### config.mk
export PLATFORM = sky130hd
export DESIGN_NAME = dpram_stream_reader
export DESIGN_NICKNAME = d
export VERILOG_FILES = /design/src/rtl/dpram_stream_reader.sv
export SDC_FILE = /design/constraint.sdc
export NUM_CORES = 1
export LEC_CHECK = 0
export BUFFER_PORTS_ARGS = -buffer_cell sky130_fd_sc_hd__buf_2
export CAP_MARGIN = 20
export CORE_MARGIN = 2
export CORE_UTILIZATION = 45
export DETAILED_ROUTE_END_ITERATION = 8
export PLACE_DENSITY = 0.68
export SETUP_SLACK_MARGIN = 0.05
export SLEW_MARGIN = 20
export SYNTH_ARGS = -nofsm -noshare
export SYNTH_HDL_FRONTEND = slang
export SYNTH_SLANG_ARGS = --single-unit
### constraint.sdc
create_clock -name CLKA -period 7.55 [get_ports CLKA]
set_clock_uncertainty 0.15 [all_clocks]
set_input_delay 1.8875 -clock CLKA [delete_from_list [all_inputs] [get_ports CLKA]]
set_output_delay 1.8875 -clock CLKA [all_outputs]
set_load 0.005 [all_outputs]
### src/rtl/dpram_stream_reader.sv
// Sequential read client for one dual-port RAM port; streams the words out
// as valid/ready beats through a 2-entry skid FIFO that hides the RAM latency.
module dpram_stream_reader #(
    parameter int DP = 512,
    parameter int DW = 8,
    parameter int AW = $clog2(DP),
    parameter int LW = AW + 1
) (
    input  logic          CLKA,
    input  logic          rstb,
    input  logic          start,
    input  logic [AW-1:0] base,
    input  logic [LW-1:0] len,
    output logic          busy,
    output logic          done,
    output logic          ram_ce,
    output logic          ram_we,
    output logic          ram_rst,
    output logic [AW-1:0] ram_addr,
    input  logic [DW-1:0] ram_rdata,
    output logic          m_valid,
    input  logic          m_ready,
    output logic [DW-1:0] m_data,
    output logic          m_last
);

    typedef enum logic [1:0] {IDLE, RUN, DRAIN, DONE} state_t;

    state_t                 state_q, state_d;
    logic [AW-1:0]          addr_q, addr_d;
    logic [LW-1:0]          remaining_q, remaining_d;
    logic                   inflight_q, inflight_d;
    logic                   inflight_last_q, inflight_last_d;
    logic [1:0]             count_q, count_d;
    logic [1:0][DW-1:0]     fdata_q, fdata_d;
    logic [1:0]             flast_q, flast_d;
    logic                   issue;
    logic                   pop;
    logic [2:0]             occ;

    always_comb begin
        pop   = (count_q != 2'd0) && m_ready;
        // Words already owed to the FIFO after this cycle's pop; must leave room for one more.
        occ   = {1'b0, count_q} + {2'b00, inflight_q} - {2'b00, pop};
        issue = (state_q == RUN) && (remaining_q != '0) && (occ < 3'd2);

        state_d         = state_q;
        addr_d          = addr_q;
        remaining_d     = remaining_q;
        inflight_d      = issue;
        inflight_last_d = issue && (remaining_q == LW'(1));

        if (issue) begin
            addr_d      = (addr_q == AW'(DP - 1)) ? '0 : addr_q + AW'(1);
            remaining_d = remaining_q - LW'(1);
        end

        case (state_q)
            IDLE: begin
                if (start) begin
                    addr_d      = base;
                    remaining_d = len;
                    state_d     = (len == '0) ? DONE : RUN;
                end
            end
            RUN: begin
                if (issue && (remaining_q == LW'(1))) state_d = DRAIN;
            end
            DRAIN: begin
                if (pop && flast_q[0]) state_d = DONE;
            end
            DONE: begin
                state_d = IDLE;
            end
            default: state_d = IDLE;
        endcase

        fdata_d = fdata_q;
        flast_d = flast_q;
        count_d = count_q;
        if (pop) begin
            fdata_d[0] = fdata_q[1];
            flast_d[0] = flast_q[1];
            flast_d[1] = 1'b0;
            count_d    = count_q - 2'd1;
        end
        // Push lands behind whatever survives this cycle's pop.
        if (inflight_q) begin
            fdata_d[count_d[0]] = ram_rdata;
            flast_d[count_d[0]] = inflight_last_q;
            count_d             = count_d + 2'd1;
        end
    end

    always_ff @(posedge CLKA) begin
        if (rstb) begin
            state_q         <= IDLE;
            addr_q          <= '0;
            remaining_q     <= '0;
            inflight_q      <= 1'b0;
            inflight_last_q <= 1'b0;
            count_q         <= '0;
            fdata_q         <= '0;
            flast_q         <= '0;
        end else begin
            state_q         <= state_d;
            addr_q          <= addr_d;
            remaining_q     <= remaining_d;
            inflight_q      <= inflight_d;
            inflight_last_q <= inflight_last_d;
            count_q         <= count_d;
            fdata_q         <= fdata_d;
            flast_q         <= flast_d;
        end
    end

    assign busy     = (state_q == RUN) || (state_q == DRAIN);
    assign done     = (state_q == DONE);
    assign ram_ce   = issue;
    assign ram_we   = 1'b0;
    assign ram_rst  = 1'b0;
    assign ram_addr = addr_q;
    assign m_valid  = (count_q != 2'd0);
    assign m_data   = fdata_q[0];
    assign m_last   = m_valid && flast_q[0];

endmodule
==> impl_results.md, run 1 <==
* Status: finished, final reports clean
* Number of placement rows at 27
* Dominant combinational cell family by area after synthesis: compound AO/OA/AOI/OAI gates
* Count of clock tree sinks at 43
* Antenna diode instance count at 0
* Via count of the first global-routing pass at 2136
* Async S/R FF share, synth at 0%
* Normalized max-slew margin at 29.93%
* Number of antenna violations at the first check in global routing at 0
* Share of layout cells above drive strength 1 at 22.26%
* Setup total negative slack at 0 ps
* H-tree Lvls at 2
* CTS tree: yes
* Pin count of the biggest net entering global routing at 35
* Detailed placer's ending HPWL at 4.235 mm
* Setup repair after global routing missed its margin: false
* Ports placed on the boundary at 55
* Critical path class: in -> out
* Post-synthesis adder-cell area fraction at 6.266%
* Number of enable-type register cells in the synthesized netlist at 0
* Clock transition at the registers of the reported paths at 90 ps
* Gr usage total at 19.45%
* Final weighted congestion of routability-driven global placement at 0.8478
* Detailed-route vias per instance at 5.838
* Die Y at 78.78 um
* Gate count after technology mapping at 291
* Hold crit path type: reg -> reg
* Worst flop-to-flop path startpoint: count_q[1]
* Buffers from clock root to sink, at most at 2
* Global-route congestion overflow total at 0
* CP Data Arrival Time at 4300 ps
* Post-Synth Simple-Gate Area at 19.69%
* Sequential share of the synthesized area at 34.21%
* First-pass GRT wire length at 9.673 mm
* Port bufs at 52
* Sw Share at 42.12%
* Root Buffer: clkbuf_8
* Post-synthesis cell type count at 53
* Data required time of the critical path at 5510 ps
* Net Sw Power at 368.5 uW
* Min Tclk post-route at 6341 ps
* Ys Warns at 0
* Crit start category: input pin
* Maximum fanout encountered on the critical timing path at 16
* Number of nets with antenna violations after routing at 0
* Nets@finish at 370
* Violation count after the first detailed-routing iteration at 92
* Number of failing hold endpoints at the final stage at 0
* Post-DR wirelength/cell at 15.03 um
* Clock share of power at 17.4%
* Synthesized flop and latch total at 43
* Gates resized, CTS repair at 0
* Post-synthesis average cell area at 8.647 um^2
* Total internal power at 506.3 uW
* Fraction of synthesized area in multiplexers at 8.553%
* Total clock buffers created by CTS at 5
* Final setup violation count at 0
* Ys flop type: dfxtp_1
* Router iterations before antenna repair at 4
* Detailed-route wire length at 6.013 mm
* Beginning of the critical path: m_ready
* Hold-fix buffer count after cts at 0
* Max Fclk at 157.7 MHz
* Xor and xnor fraction of the mapped netlist area at 0.6962%
* Layout area overhead at 12.88%
* Post-CTS Setup Repair Bufs at 0
* Die area at 6206 um^2
* Logic pwr share at 44.8%
* Fill cells at 538
* Actual slew at the worst max-slew pin at 1049 ps
* Maximum ir drop on the vdd rail at 0.0001931 V
* Areal power density over the cells at 308.0 nW/um^2
* Flop pwr share at 37.8%
* Share of the clock period used by the worst path after layout at 83.98%
* CP Capture Type: output pin
* Initial Utilization at 46.26%
* Max Transition Viols Final at 0
* Finished Core Util at 52.22%
* DRC errors left at 0
* Synthesized cell area at 2516 um^2
* Core Region at 5439 um^2
* Total via count in the routed design at 2335
* Hold Path Origin: fdata_q[13]
* Worst-Skew Late Latency at 300 ps
* Compound-Gate Fraction of Synth Area at 22.13%
* Total leakage power at 0.001179 uW
* Number of maximum-capacitance violations at 0
* Die boundary width at 78.78 um
## cell usage after synthesis (2+ instances only)
cell / count / share of area [%]
dfxtp_1: 43 / 34
or3_1: 4 / 0.99
buf_4: 11 / 3.3
nand2_1: 8 / 1.2
and2_1: 2 / 0.50
inv_1: 12 / 1.8
and3_1: 5 / 1.2
or4_1: 7 / 2.1
xnor2_1: 2 / 0.70
nand3_1: 7 / 1.4
nor2_1: 28 / 4.2
a311oi_1: 8 / 2.8
ha_1: 11 / 5.5
o311a_1: 9 / 3.6
nand4b_1: 4 / 1.4
mux2i_1: 17 / 6.8
nor3_1: 7 / 1.4
a31oi_1: 10 / 2.5
nor2b_1: 4 / 0.99
a211oi_1: 3 / 0.90
mux2_2: 2 / 0.90
o31ai_1: 8 / 2.4
buf_1: 3 / 0.45
o21ai_0: 28 / 5.6
clkbuf_1: 12 / 1.8
buf_2: 2 / 0.40
a21oi_1: 7 / 1.4
nand4_1: 2 / 0.50
## power by group through the flow
stage	clock network (uW)	logic, uW	registers, uW
5_1_grt	166	437	339
4_1_cts	158	390	330
6_report	152	392	331
3_5_place_dp	0	388	335
2_1_floorplan	0	301	323
3_3_place_gp	0	382	333
## critical path, cell delays in order
cell	delay, ps
buf_2	110
nand2b_1	70
buf_4	250
xnor2_1	180
ha_1	180
buf_4	200
inv_1	80
fa_1	400
xnor2_1	360
nand2_1	100
buf_4	200
nor2_2	150
buf_2	130
## logic make-up (layout without fill, tap and decap cells)
kind of cell | after synthesis | count (layout)
and+or+nand+nor | 90 | 90
AOI/OAI and AO/OA | 81 | 81
DFF | 43 | 43
buffers and inverters | 42 | 78
muxes | 20 | 20
adders and majority gates | 12 | 12
xor gates and xnor gates | 2 | 2
other | 1 | 2
## path summary, 6_finish.rpt
| kind | slack (ps) | cells past startpoint | endpoint |
|---|---|---|---|
| hold / removal | 360 | 2 | fdata_q[13] |
| setup reg to reg | 3630 | 13 | remaining_q[7] |
| setup / recovery | 1210 | 13 | ram_ce |
| hold reg to reg | 360 | 2 | fdata_q[13] |
## flip-flops by register name (all words and copies together) (netlist names)
| register | flops |
|---|---|
| fdata_q | 8 |
| ram_addr | 9 |
| flast_q | 2 |
| inflight_q | 1 |
| count_q | 2 |
| inflight_last_q | 1 |
| state_q | 2 |
| remaining_q | 10 |
| m_data | 8 |
## layout by cell type, fill, tap and decap left out, types with 3 or more instances in the layout
master | synthesis | routed
a31oi_1 | 10 | 10
or4_1 | 7 | 7
nand2_1 | 8 | 8
o31ai_1 | 8 | 8
nand4b_1 | 4 | 4
a211oi_1 | 3 | 3
o311a_1 | 9 | 9
nor2_1 | 28 | 28
mux2i_1 | 17 | 17
dfxtp_1 | 43 | 43
nand3_1 | 7 | 7
and3_1 | 5 | 5
or3_1 | 4 | 4
inv_1 | 12 | 12
buf_2 | 2 | 52
buf_4 | 11 | 5
nor2b_1 | 4 | 4
o21ai_0 | 28 | 28
ha_1 | 11 | 11
clkbuf_8 | 0 | 5
nor3_1 | 7 | 7
a311oi_1 | 8 | 8
a21oi_1 | 7 | 7
## through the flow
| step | worst slack [ps] | cells | power, uW | instance area, um^2 | hold WS, ps |
|---|---|---|---|---|---|
| after floorplan | 941.5 | 292 | 624.0 | 2520 | 309.6 |
| after global placement | 1308 | 392 | 714.9 | 2748 | 325.8 |
| after detailed placement | 1216 | 392 | 723.0 | 2748 | 333.9 |
| after CTS | 1201 | 400 | 878.1 | 2840 | 356.0 |
| after global routing | 1009 | 400 | 942.1 | 2840 | 388.4 |
| final | 1209 | 400 | 874.8 | 2840 | 356.4 |
## per-layer routing
metal	share of wire [%]	vias to the layer above	GRT usage (%)
li1	-	1148	-
met1	46	1099	25.75
met2	46	77	31.45
met3	6.4	11	3.864
met4	1.5	0	7.193
met5	0	-	0
## cell type report
type	count	area, um^2	share of cell area, %
Clock inverter	3	23.77	0.8370
Clock buffer	5	68.82	2.423
Inverter	13	48.80	1.718
Tap cell	72	90.09	3.172
Timing Repair Buffer	57	297.8	10.48
Multi-Input combinational cell	207	1450	51.06
Sequential cell	43	860.8	30.31
(Power assumes the default switching activity.)
==> run 2: changes to the inputs <==
- clock period: 7.55 -> 6.51 ns (I/O delays scaled with it)
==> run 2 against run 1 <==
Effect of this change: core utilization down 0.14 points; combinational power up 14%; worst setup slack worse by 570 ps; die area unchanged; flip-flop and latch count unchanged; routed wire length down 3.1%; clock power up 14%; via count down 1.7%; sequential share of layout area up 0.080 points; critical path depth down 2; register-to-register slack worse by 1000 ps; first-iteration DRC count up 47%; critical endpoint unchanged; largest cell class unchanged.
==> impl_results.md, run 2 (synthesis results as in run 1) <==
* Gates resized, CTS repair at 0 (unchanged)
* Global-route congestion overflow total at 0 (unchanged)
* Via count of the first global-routing pass at 2143 (+0.33%)
* Hold-fix buffer count after cts at 0 (unchanged)
* Pin count of the biggest net entering global routing at 35 (unchanged)
* Max Fclk at 170.4 MHz
* Total Power Consumption at 1003 uW (+15%)
* DRC errors left at 0 (unchanged)
* Layout area overhead at 12.58%
* Die Y at 78.78 um (unchanged)
* Core Region at 5439 um^2 (unchanged)
* Detailed placer's ending HPWL at 4.126 mm (-2.6%)
* Antenna diode instance count at 0 (unchanged)
* Fill cells at 538 (unchanged)
* Logic pwr share at 44.7% (about the same)
* Status: finished, final reports clean
* Min Tclk post-route at 5870 ps
* Number of maximum-capacitance violations at 0 (unchanged)
* Number of placement rows at 27 (unchanged)
* Setup total negative slack at 0 ps (unchanged)
* Number of failing hold endpoints at the final stage at 0 (unchanged)
* Critical path class: in -> out
* Gr usage total at 19.40% (-0.049 points)
* Detailed-route vias per instance at 5.754 (-1.4%)
* Die boundary width at 78.78 um (unchanged)
* Count of clock tree sinks at 43 (unchanged)
* Clock share of power at 17.2% (-0.2 points)
* Ports placed on the boundary at 55 (unchanged)
* Register name with the most flops: remaining_q
* Clock transition at the registers of the reported paths at 80 ps (about the same)
* Cell depth of the worst flop-to-flop path at 12 (-1)
* CP Data Arrival Time at 4090 ps (-210 ps)
* Worst flop-to-flop path startpoint: count_q[1]
* Total internal power at 583.4 uW (+15%)
* Most common cell after layout, fill and taps aside: buf_2
* Hold crit path type: reg -> reg
* Final setup violation count at 0 (unchanged)
* Total via count in the routed design at 2296 (-1.7%)
* Crit start category: input pin
* Router iterations before antenna repair at 4 (unchanged)
* Net Sw Power at 419.8 uW (+14%)
* Number of antenna violations at the first check in global routing at 0 (unchanged)
* Post-CTS Setup Repair Bufs at 0 (unchanged)
* CTS tree: yes
* Root Buffer: clkbuf_8
* Die area at 6206 um^2 (unchanged)
* Maximum ir drop on the vdd rail at 0.0001848 V (-4.3%)
* Flop2flop setup slack at 2590 ps (-1040 ps)
* H-tree Lvls at 2 (unchanged)
* Capture endpoint of the worst hold path: fdata_q[13]
* FF-to-FF End: remaining_q[3]
* Hold Path Origin: fdata_q[13]
* Violation count after the first detailed-routing iteration at 135 (+47%)
* Sw Share at 41.85% (-0.28 points)
* Port bufs at 52 (unchanged)
* Nets@finish at 369 (-0.27%)
* Actual slew at the worst max-slew pin at 1044 ps (-4.661 ps)
* Post-DR wirelength/cell at 14.61 um (-2.8%)
* Total clock buffers created by CTS at 5 (unchanged)
* Final weighted congestion of routability-driven global placement at 0.8408 (-0.83%)
* Initial Utilization at 46.26% (unchanged)
* Buffers from clock root to sink, at most at 2 (unchanged)
* Share of layout cells above drive strength 1 at 22.02% (-0.24 points)
* Number of nets with antenna violations after routing at 0 (unchanged)
* CP Capture Type: output pin
* Total leakage power at 0.001175 uW (-0.36%)
* Hold Path Cell Cnt at 2 (unchanged)
* Detailed-route wire length at 5.828 mm (-3.1%)
* Data required time of the critical path at 4730 ps (-780 ps)
* Commonest cells after routing, fill and taps aside: buf_2, dfxtp_1, nor2_1, o21ai_0, mux2i_1
* Worst-Skew Late Latency at 290 ps (about the same)
* First-pass GRT wire length at 9.770 mm (+1.0%)
* Setup repair after global routing missed its margin: false
* Flip-flop count of the largest register, all copies and words added at 10 (unchanged)
* Max Transition Viols Final at 0 (unchanged)
* Normalized max-slew margin at 30.24% (+0.31 points)
* Share of the clock period used by the worst path after layout at 90.16%
* Areal power density over the cells at 354.2 nW/um^2 (+15%)
* Maximum fanout encountered on the critical timing path at 16 (unchanged)
* Flop pwr share at 38.1% (+0.3 points)
## run 2: routing by layer
layer	global-route usage, %	share of wire (%)
met5	0	0
met4	3.158	0.22
met3	3.068	5.3
met2	33.33	47
met1	26.20	47
## run 2: cell type report
cell class                      instances  area (um^2)  area share, %
Clock buffer                            5        68.82          2.429
Clock inverter                          3        23.77         0.8392
Inverter                               13        48.80          1.723
Multi-Input combinational cell        207         1450          51.19
Sequential cell                        43        860.8          30.39
Tap cell                               72        90.09          3.180
Timing Repair Buffer                   56        290.3          10.25
## run 2: worst max path at each step
stage | start | endpoint | slack (ps)
2_1_floorplan | m_ready | ram_ce | 420
4_1_cts | m_ready | ram_ce | 650
3_5_place_dp | m_ready | ram_ce | 670
6_report | m_ready | ram_ce | 640
3_3_place_gp | m_ready | ram_ce | 770
5_1_grt | m_ready | ram_ce | 410
## run 2: power groups by stage
stage / Clock, uW / Combinational [uW] / Sequential [uW]
global route: 188 / 505 / 393
detailed placement: 0 / 445 / 388
floorplan: 0 / 349 / 375
global placement: 0 / 439 / 387
finish: 173 / 448 / 383
CTS: 177 / 447 / 382
## run 2: critical path, cell delays in order
cell and delay [ps]:
buf_2 100, nand2b_1 80, xnor2_1 200, ha_1 180
buf_4 200, inv_1 80, fa_1 400, xnor2_1 390
nand2_1 430, nor2_2 250, buf_2 140
## run 2: per-stage QoR
step | utilization (%) | worst slack [ps] | std cells | hold WS, ps | instance area [um^2]
detailed placement | 50.38 | 669.8 | 391 | 336.7 | 2740
global placement | 50.38 | 768.5 | 391 | 325.8 | 2740
finish | 52.08 | 640.4 | 399 | 350.9 | 2833
floorplan | - | 421.5 | 292 | 309.6 | 2520
CTS | 52.08 | 653.9 | 399 | 359.5 | 2833
global route | 52.08 | 411.5 | 399 | 382.2 | 2833
==> run 3: changes to the inputs <==
- BUFFER_PORTS_ARGS: -buffer_cell sky130_fd_sc_hd__buf_2 -> -buffer_cell sky130_fd_sc_hd__clkbuf_2
==> run 3 against run 2 <==
Effect of this change: combinational power about the same; maximum frequency decreased by 0.86%; sequential share of layout area increased by 0.081 points; power decreased by 0.57%; worst setup slack got worse by 51 ps; critical endpoint unchanged; largest cell class unchanged; highest routed layer unchanged.
==> impl_results.md, run 3 (synthesis results as in run 1) <==
* Gr usage total at 19.92% (+0.52 points)
* Detailed placer's ending HPWL at 4.202 mm (+1.8%)
* Total Power Consumption at 997.5 uW (-0.57%)
* Normalized max-slew margin at 28.69% (-1.5 points)
* Hold crit path type: reg -> reg
* Hold Path Origin: fdata_q[9]
* Total clock buffers created by CTS at 5 (unchanged)
* Flip-flop count of the largest register, all copies and words added at 10 (unchanged)
* Worst-Skew Late Latency at 290 ps (about the same)
* Register name with the most flops: remaining_q
* Maximum ir drop on the vdd rail at 0.0001583 V (-14%)
* Total leakage power at 0.001167 uW (-0.64%)
* Flop pwr share at 38.5% (+0.4 points)
* Crit start category: input pin
* CTS tree: yes
* Initial Utilization at 46.26% (unchanged)
* Die Y at 78.78 um (unchanged)
* Die boundary width at 78.78 um (unchanged)
* Number of nets with antenna violations after routing at 0 (unchanged)
* Share of layout cells above drive strength 1 at 21.71% (-0.31 points)
* Areal power density over the cells at 353.1 nW/um^2 (-0.31%)
* Pin count of the biggest net entering global routing at 35 (unchanged)
* Port bufs at 52 (unchanged)
* Finished Core Util at 51.94% (-0.14 points)
* Hold-fix buffer count after cts at 0 (unchanged)
* Total area of multi-input combinational cells at 1450 um^2 (unchanged)
* Capture endpoint of the worst hold path: fdata_q[9]
* First-pass GRT wire length at 10.10 mm (+3.4%)
* Most common cell after layout, fill and taps aside: clkbuf_2
* Setup total negative slack at 0 ps (unchanged)
* Worst flop-to-flop path startpoint: count_q[1]
* Buffers from clock root to sink, at most at 2 (unchanged)
* Layout area overhead at 12.28%
* Worst hold-check slack at 354.1 ps (+3.150 ps)
* Status: finished, final reports clean
* Sw Share at 41.69% (-0.16 points)
* Count of clock tree sinks at 43 (unchanged)
* Post-DR wirelength/cell at 14.88 um (+1.9%)
* Critical path class: in -> out
* Min Tclk post-route at 5920 ps (+50.76 ps)
* Final weighted congestion of routability-driven global placement at 0.8597 (+2.2%)
* Detailed-route vias per instance at 5.789 (+0.61%)
* Ports placed on the boundary at 55 (unchanged)
* Hold Path Cell Cnt at 2 (unchanged)
* Die area at 6206 um^2 (unchanged)
* Router iterations before antenna repair at 4 (unchanged)
* Net Sw Power at 415.9 uW (-0.95%)
* Number of maximum-capacitance violations at 0 (unchanged)
* Total via count in the routed design at 2310 (+0.61%)
* Total internal power at 581.6 uW (-0.30%)
* Violation count after the first detailed-routing iteration at 88 (-35%)
* Gates resized, CTS repair at 0 (unchanged)
* Actual slew at the worst max-slew pin at 1067 ps (+23.17 ps)
* Clock share of power at 16.5% (-0.7 points)
* Area taken by flip-flops and latches at 860.8 um^2 (unchanged)
* Fill cells at 533 (-0.93%)
* Final setup violation count at 0 (unchanged)
* H-tree Lvls at 2 (unchanged)
* FF-to-FF End: remaining_q[3]
* Post-CTS Setup Repair Bufs at 0 (unchanged)
* Nets@finish at 369 (unchanged)
* Antenna diode instance count at 0 (unchanged)
* Number of failing hold endpoints at the final stage at 0 (unchanged)
* Cell depth of the worst flop-to-flop path at 12 (unchanged)
* Root Buffer: clkbuf_8
* Max Transition Viols Final at 0 (unchanged)
* DRC errors left at 0 (unchanged)
* Detailed-route wire length at 5.936 mm (+1.9%)
* Logic pwr share at 44.9% (+0.2 points)
* Maximum fanout encountered on the critical timing path at 16 (unchanged)
* Flop2flop setup slack at 2590 ps (about the same)
* Max Fclk at 168.9 MHz (-0.86%)
* Setup repair after global routing missed its margin: false
* Data required time of the critical path at 4730 ps (about the same)
* Global-route congestion overflow total at 0 (unchanged)
* Number of placement rows at 27 (unchanged)
* Clock transition at the registers of the reported paths at 80 ps (about the same)
* Share of the clock period used by the worst path after layout at 90.94% (+0.78 points)
* Commonest cells after routing, fill and taps aside: clkbuf_2, dfxtp_1, nor2_1, o21ai_0, mux2i_1
* Core Region at 5439 um^2 (unchanged)
* Number of antenna violations at the first check in global routing at 0 (unchanged)
* CP Data Arrival Time at 4140 ps (+50 ps)
* Via count of the first global-routing pass at 2169 (+1.2%)
* CP Capture Type: output pin
==> run 3: metal layers <==
layer | vias to the layer above | GRT usage [%] | routed length [um]
met1 | 1084 | 27.55 | 2844
met4 | 0 | 4.561 | 35
met3 | 5 | 3.523 | 309
met5 | - | 0 | 0
met2 | 72 | 32.48 | 2747
li1 | 1149 | - | -
==> run 3: how the worst max path moves through the flow <==
stage	start	end	slack (ps)	cells past startpoint
floorplan	m_ready	ram_ce	420	11
global placement	m_ready	ram_ce	760	11
detailed placement	m_ready	ram_ce	640	11
CTS	m_ready	ram_ce	620	11
global route	m_ready	ram_ce	350	11
finish	m_ready	ram_ce	590	11
==> run 3: cell type report <==
class / instances / area share, %
well taps: 72 / 3.189
clock inverters: 2 / 0.4429
multi-input cells: 207 / 51.33
flip-flops and latches: 43 / 30.47
inverters: 13 / 1.727
repair buffers: 56 / 10.27
clock buffers: 6 / 2.569
==> run 3: critical path: stages <==
cell      delay, ps
clkbuf_2        100
nand2b_1         80
xnor2_1         190
ha_1            190
buf_4           210
inv_1            80
fa_1            400
xnor2_1         390
nand2_1         450
nor2_2          270
clkbuf_2        140
==> run 3: through the flow <==
| step | cell area (um^2) | instances | setup slack (ps) |
|---|---|---|---|
| floorplan | 2520 | 292 | 421.5 |
| global placement | 2740 | 391 | 755.9 |
| detailed placement | 2740 | 391 | 643.7 |
| CTS | 2825 | 399 | 620.5 |
| global route | 2825 | 399 | 351.5 |
| finish | 2825 | 399 | 589.6 |
==> run 3: power by group through the flow <==
| stage | combinational [uW] | sequential [uW] | clock [uW] |
|---|---|---|---|
| after detailed placement | 446 | 390 | 0 |
| after CTS | 449 | 384 | 172 |
| after global placement | 440 | 388 | 0 |
| after global routing | 506 | 394 | 182 |
| after floorplan | 349 | 375 | 0 |
| final | 448 | 385 | 165 |
